<file path="src/rtl/qam_demodulator.sv">
// 16-QAM correlating demodulator.
// Correlates the received stream against the I/Q carrier references over one
// symbol, accumulates the carrier energies alongside, and slices each axis
// into sign + magnitude (+/-1 or +/-3) to rebuild the modulator's 4-bit code.
// Three register stages: products -> accumulators -> decision.
module qam_demodulator #(
  parameter int SAMPLES_PER_SYMBOL = 16,
  parameter int CNT_W              = 4,
  parameter int ACC_W              = 44
) (
  input  logic                ipClk,
  input  logic                ipReset,
  input  logic signed [19:0]  ipModulated,
  input  logic                ipModulatedValid,
  input  logic signed [17:0]  ipI,
  input  logic signed [17:0]  ipQ,
  input  logic                ipSymbolStart,
  output logic [3:0]          opQAMStream,
  output logic                opQAMValid,
  output logic                opAbort
);

  typedef enum logic {IDLE, ACQ} state_t;

  state_t                  state_q, state_d;
  logic [CNT_W-1:0]        cnt_q, cnt_d, pos;
  logic                    accept, first_d, last_d, abort_d;

  // stage 1
  logic signed [37:0]      pI, pQ, pI_q, pQ_q;
  logic signed [35:0]      eI, eQ, eI_q, eQ_q;
  logic                    first1_q, last1_q;
  // stage 2
  logic [ACC_W-1:0]        accI_q, accQ_q, enI_q, enQ_q;
  logic [ACC_W-1:0]        accI_d, accQ_d, enI_d, enQ_d;
  logic [ACC_W-1:0]        addI, addQ, addEI, addEQ;
  logic                    last2_q;
  // [1] stage-1 data valid, [2] stage-2 accumulators updated
  logic [2:1]              vld_pipe_q;
  // stage 3
  logic [ACC_W-1:0]        absI, absQ;
  logic                    magI, magQ;
  logic [3:0]              code_d, code_q;
  logic                    valid_q, abort_q;

  // Symbol framing: decide whether the sample is taken and where it sits.
  always_comb begin
    state_d = state_q;
    cnt_d   = cnt_q;
    accept  = 1'b0;
    first_d = 1'b0;
    last_d  = 1'b0;
    abort_d = 1'b0;
    // a start always realigns to position 0
    pos     = ipSymbolStart ? '0 : cnt_q;
    if (ipModulatedValid && (ipSymbolStart || state_q == ACQ)) begin
      accept  = 1'b1;
      state_d = ACQ;
      first_d = (pos == '0);
      last_d  = (pos == CNT_W'(SAMPLES_PER_SYMBOL - 1));
      cnt_d   = last_d ? '0 : pos + 1'b1;
      abort_d = ipSymbolStart && (state_q == ACQ) && (cnt_q != '0);
    end
  end

  // FSM state and sample counter.
  always_ff @(posedge ipClk) begin
    if (ipReset) begin
      state_q <= IDLE;
      cnt_q   <= '0;
    end else begin
      state_q <= state_d;
      cnt_q   <= cnt_d;
    end
  end

  assign pI = 38'(ipModulated) * 38'(ipI);
  assign pQ = 38'(ipModulated) * 38'(ipQ);
  assign eI = 36'(ipI) * 36'(ipI);
  assign eQ = 36'(ipQ) * 36'(ipQ);

  // Stage 1: register products only for accepted samples; hold otherwise.
  always_ff @(posedge ipClk) begin
    if (ipReset) begin
      pI_q     <= '0;
      pQ_q     <= '0;
      eI_q     <= '0;
      eQ_q     <= '0;
      first1_q <= 1'b0;
      last1_q  <= 1'b0;
    end else if (accept) begin
      pI_q     <= pI;
      pQ_q     <= pQ;
      eI_q     <= eI;
      eQ_q     <= eQ;
      first1_q <= first_d;
      last1_q  <= last_d;
    end
  end

  assign addI  = {{(ACC_W-38){pI_q[37]}}, pI_q};
  assign addQ  = {{(ACC_W-38){pQ_q[37]}}, pQ_q};
  assign addEI = {{(ACC_W-36){1'b0}}, eI_q};
  assign addEQ = {{(ACC_W-36){1'b0}}, eQ_q};

  // Stage 2 next state: first sample of a symbol loads, the rest add.
  always_comb begin
    accI_d = accI_q;
    accQ_d = accQ_q;
    enI_d  = enI_q;
    enQ_d  = enQ_q;
    if (vld_pipe_q[1]) begin
      accI_d = first1_q ? addI  : accI_q + addI;
      accQ_d = first1_q ? addQ  : accQ_q + addQ;
      enI_d  = first1_q ? addEI : enI_q  + addEI;
      enQ_d  = first1_q ? addEQ : enQ_q  + addEQ;
    end
  end

  // Stage 2 accumulators and the valid shift register.
  always_ff @(posedge ipClk) begin
    if (ipReset) begin
      accI_q     <= '0;
      accQ_q     <= '0;
      enI_q      <= '0;
      enQ_q      <= '0;
      last2_q    <= 1'b0;
      vld_pipe_q <= '0;
    end else begin
      accI_q     <= accI_d;
      accQ_q     <= accQ_d;
      enI_q      <= enI_d;
      enQ_q      <= enQ_d;
      vld_pipe_q <= {vld_pipe_q[1], accept};
      if (vld_pipe_q[1]) last2_q <= last1_q;
    end
  end

  // Slicer: sign bit from the correlation, magnitude 3 only if |acc| > 2*energy.
  always_comb begin
    absI   = accI_q[ACC_W-1] ? (~accI_q + 1'b1) : accI_q;
    absQ   = accQ_q[ACC_W-1] ? (~accQ_q + 1'b1) : accQ_q;
    magI   = {1'b0, absI} > {enI_q, 1'b0};
    magQ   = {1'b0, absQ} > {enQ_q, 1'b0};
    code_d = {accQ_q[ACC_W-1], magQ, accI_q[ACC_W-1], magI};
    if (enI_q == '0 || enQ_q == '0) code_d = 4'b0000;
  end

  // Stage 3: latch the decision on a completed symbol; strobes last one cycle.
  always_ff @(posedge ipClk) begin
    if (ipReset) begin
      code_q  <= '0;
      valid_q <= 1'b0;
      abort_q <= 1'b0;
    end else begin
      valid_q <= vld_pipe_q[2] && last2_q;
      abort_q <= abort_d;
      if (vld_pipe_q[2] && last2_q) code_q <= code_d;
    end
  end

  assign opQAMStream = code_q;
  assign opQAMValid  = valid_q;
  assign opAbort     = abort_q;

endmodule
</file>
<file path="config.mk">
export PLATFORM = sky130hd
export DESIGN_NAME = qam_demodulator
export DESIGN_NICKNAME = d
export VERILOG_FILES = /design/src/rtl/qam_demodulator.sv
export SDC_FILE = /design/constraint.sdc
export NUM_CORES = 2
export LEC_CHECK = 0
export ABC_CLOCK_PERIOD_IN_PS = 9800
export BUFFER_PORTS_ARGS = -buffer_cell sky130_fd_sc_hd__buf_2
export CORE_MARGIN = 2
export CORE_UTILIZATION = 45
export DETAILED_ROUTE_END_ITERATION = 10
export SLEW_MARGIN = 40
export SYNTH_ARGS = -nofsm -noshare
export SYNTH_HDL_FRONTEND = slang
export SYNTH_SLANG_ARGS = --single-unit
</file>
<file path="constraint.sdc">
create_clock -name ipClk -period 9.8 [get_ports ipClk]
set_clock_uncertainty 0.15 [all_clocks]
set_input_delay 0.49 -clock ipClk [delete_from_list [all_inputs] [get_ports ipClk]]
set_output_delay 0.49 -clock ipClk [all_outputs]
set_load 0.01 [all_outputs]
</file>
After elaboration in Yosys (flattened, before gate mapping)

Index checks and enable logic that the tools add are counted.

Add/subtract/negate cells: 7
Multipliers: 4
Magnitude comparators: 2
Equality and inequality tests: 1
Mux-type cells: 12
Bitwise operators: 3
Reductions and logical operators: 11

Operator list:

| operator                                       | count |
|---|---|
| two-way mux 44 bit                             | 6 |
| > comparator 44 x 45 -> 1 bit                  | 2 |
| adder 44 x 1 -> 44 bit (second input constant) | 2 |
| adder 44 x 36 -> 44 bit                        | 2 |
| adder 44 bit                                   | 2 |
| zero test 44 bit                               | 2 |
| inverter 44 bit                                | 2 |
| multiplier 20 x 18 -> 38 bit                   | 2 |
| multiplier 18 x 18 -> 36 bit                   | 2 |
| two-way mux 4 bit                              | 3 |
| adder 4 x 1 -> 4 bit (second input constant)   | 1 |
| equality test 4 bit (second input constant)    | 1 |
| logical AND 1 bit                              | 4 |
| zero test 4 bit                                | 1 |
| nonzero test 4 bit                             | 1 |
| two-way mux 1 bit                              | 3 |
| logical OR 1 bit                               | 2 |
| OR reduction 2 bit                             | 1 |
| inverter 1 bit                                 | 1 |

Flip-flop bits (word level): 340
Input port bits: 60
Output and inout bits: 6
Logic and storage cells: 57

Depth between registers and ports, before layout

Word-level depth: 5
Depth in mapped cells: 28

Worst setup path before layout

OpenSTA, ideal clock, no wires.

Path kind: in2reg
From: in ipQ[9]
To: reg pQ_q[37]
Setup time: 0.101 ns
Arrival time: 6.797 ns
Path slack: 2.752 ns
Stages on the path: 26
Path buffers: 2
Cell sequence: clkbuf_1 clkbuf_1 nand2_1 fa_1 inv_1 fa_1 inv_1 fa_1 inv_1 fa_1 fa_1 inv_1 fa_1 inv_1 ha_1 a21o_1 a21oi_1 o21ai_0 a21oi_1 nor2_1 a211oi_1 o21ai_0 a2111oi_0 o41ai_1 and4_1 o41ai_1

Longest elaborated chain between the ends: 1

RTL lines:

| what                         | line | source |
|---|---|---|
| start, declared              | 16   | `input logic signed [17:0] ipQ,` |
| multiplier 20 x 18 -> 38 bit | 78   | `assign pQ = 38'(ipModulated) * 38'(ipQ);` |
| end signal, assigned         | 93   | `pQ_q <= pQ;` |
| end, declared                | 30   | `logic signed [37:0] pI, pQ, pI_q, pQ_q;` |

No other way between the ends.
A chain may end at the register's enable or synchronous reset.

Final worst setup path

From: in ipModulated[8]
To: reg pQ_q[37]

Longest elaborated chain between the ends: 1

RTL lines:

| what                         | line | source |
|---|---|---|
| start, declared              | 13   | `input logic signed [19:0] ipModulated,` |
| multiplier 20 x 18 -> 38 bit | 78   |  |

No other way between the ends.

==> metrics.cfg <==
[run_status]
outcome=finished, final reports clean

[worst_setup_path]
end_kind=flip-flop
critPathLaunchType=input port
crit_required_ns=10.17
critPathArrivalTime_ns=7.90
r2r_start=accQ_q[11]
setup.worst_path.start=ipModulated[8]
path_max_fanout=36
crit_type=in2reg

[detailed_routing]
routed_via_density=5.352
drt_iter0_markers=3712
drt_first_pass_iters=5
drc_errors=0
wl_mm=198.0
wl_per_cell_microns=18.76
antenna_left=0
vias=56477

[place]
port_buffers=65
placed_cells=10461
gp_congestion=0.9062
hpwl_mm=155.5
dp_slack_ns=1.568

[timing]
max_freq_mhz=132.8
setup_viol=0
setup_ws_ns=2.268
slew_headroom_pct=33.25
hold_ws_ns=0.05345
timing.final.crit_period_ns=7.532
hold_viol=0
fin_setup_tns_ns=0
worst_pin_slew_ns=0.9928
maxSlewViolCount=0
rsz0062_at_grt=false
fin_crit_sh_pct=76.85

[synthesis]
synth_area_leaders=fa_1 (36%), ha_1 (11%), dfxtp_1 (9.3%)
yosysTopAreaCellShare_pct=35.98
synth_nets=10594
yosysTopAreaCell=fa_1
synthArstFlopShare_pct=0
synth_cells=8564
ys_types=76
synth_area_sq_mm=0.07277
synth_top_flop_cell=dfxtp_1
yosysWarnings=0
synth_edf_count=0
syn_avg_cell_area_sq_um=8.497
yosysSeqAreaShare_pct=9.299
synth-seq-cells=338

[clock_tree]
worst_skew_pair.late_latency_ns=0.66
cts_resized=0
htreeDepth=2
clkTransAtPathRegs_ns=0.06
clockBufferDepth=3
cts_setup_buffers=0
cts_tree=yes
holdBufCountCts=0
cts_num_sinks=338
ctsRootBufferMaster=clkbuf_16
cts_buffers=46

[floorplanning]
core_area_sq_mm=0.1606
pin_count=66
die_y_microns=406.1
die_width_microns=406.1
start_util_pct=45.32
dieArea_sq_mm=0.1649
num_rows=147

[worst_hold_path]
hold_class=in2reg
holdCritStartpoint=ipModulatedValid

[global_route]
grt_max_degree=158
antenna_found_initial=6
grtUsageTotal_pct=24.82
grt_pass1_vias=58599
grt_pass1_wl_mm=324.3
grt-ovfl-total=0

[layout]
nNetsFinal=10382
final_cells=10553
drive_above_1_share_pct=3.219
area_delta_synth_final_pct=5.299

[run]
drv_cap=0

[final cells by class]
class / instances / area [sq um]
antenna: 5 / 12.51
clock buffer: 66 / 1346
clock inverter: 18 / 221.5
fill: 15518 / 83940
inverter: 1751 / 6573
multi-input combinational: 6081 / 58000
sequential: 338 / 6779
tap: 2160 / 2703
timing repair buffer: 134 / 984.7
[per-layer routing]
layer / up-vias / GRT usage [%] / share of wire, %
li1: 26412 / - / -
met1: 28385 / 35.43 / 46
met2: 1417 / 40.07 / 46
met3: 259 / 3.140 / 6.2
met4: 4 / 5.733 / 2.3
met5: - / 0 / 0.015
[flip-flops by register name (all words and copies together), names as in the netlist, 2 cells and up]
register     count
accI_q          44
accQ_q          44
cnt_q            4
eI_q            35
eQ_q            35
enI_q           44
enQ_q           44
opQAMStream      4
pI_q            38
pQ_q            38
vld_pipe_q       2
[synth_stat cells (all sizes together) (47+ instances only)]
master  count
nor2      382
o211ai     74
dfxtp     338
fa       1308
o21ai     239
o21a       47
a21o      171
xor2       85
clkbuf    368
nand3      62
a311oi     53
a21oi     382
and2      446
nand2    1087
ha        662
inv      1751
xnor2     306
nor3       49
a211oi     76
nand2b     62
[cell usage in the layout, fill, tap and decap left out, drive strengths merged, types with 171 or more instances in the layout]
master	netlist	final
fa	1308	1308
a21o	171	171
ha	662	662
nand2	1087	1087
inv	1751	1757
o21ai	239	239
xnor2	306	306
dfxtp	338	338
nor2	382	382
and2	446	446
a21oi	382	382
[worst max-delay path, cell delays in order]
cell,delay [ns]
buf_2,0.66
and2_1,0.24
fa_1,0.43
fa_1,0.46
ha_1,0.31
fa_1,0.51
inv_1,0.05
fa_1,0.48
fa_1,0.50
inv_1,0.04
ha_1,0.20
or2_2,0.33
a2111oi_0,0.47
o31ai_1,0.32
a211oi_1,0.76
o21ai_0,0.28
a2111oi_0,0.66
o41ai_1,0.21
and4_1,0.23
o41ai_1,0.23
[cells by family (layout without fill, tap and decap cells)]
| family | after synthesis | after routing | share of synthesized area [%] |
|---|---|---|---|
| other | 0 | 5 | 0 |
| AND/OR/NAND/NOR | 2358 | 2358 | 15.24 |
| buffers and inverters | 2145 | 1969 | 11.09 |
| adder cells (fa/ha/maj) | 1970 | 1970 | 47.37 |
| flip-flops | 338 | 338 | 9.299 |
| AO/OA/AOI/OAI | 1335 | 1335 | 11.93 |
| XOR/XNOR | 391 | 391 | 4.706 |
| multiplexers | 27 | 27 | 0.3714 |
[through the flow]
step                util, %  cell area (sq um)
floorplan                 -              72770
global placement      46.63              74870
detailed placement    46.66              74920
CTS                   47.63              76480
global route          47.71              76610
finish                47.72              76620
[path summary, 6_finish.rpt]
check / endpoint / slack, ns / cells after the start
worst min-delay path: opAbort / 0.05 / 3
worst max register to register: opQAMStream[2] / 3.91 / 18
worst max-delay path: pQ_q[37] / 2.27 / 20
worst min register to register: eI_q[26] / 0.32 / 2
Power is not shown: default switching activity piles up to over one toggle a cycle in this logic, so the estimate is an artifact.
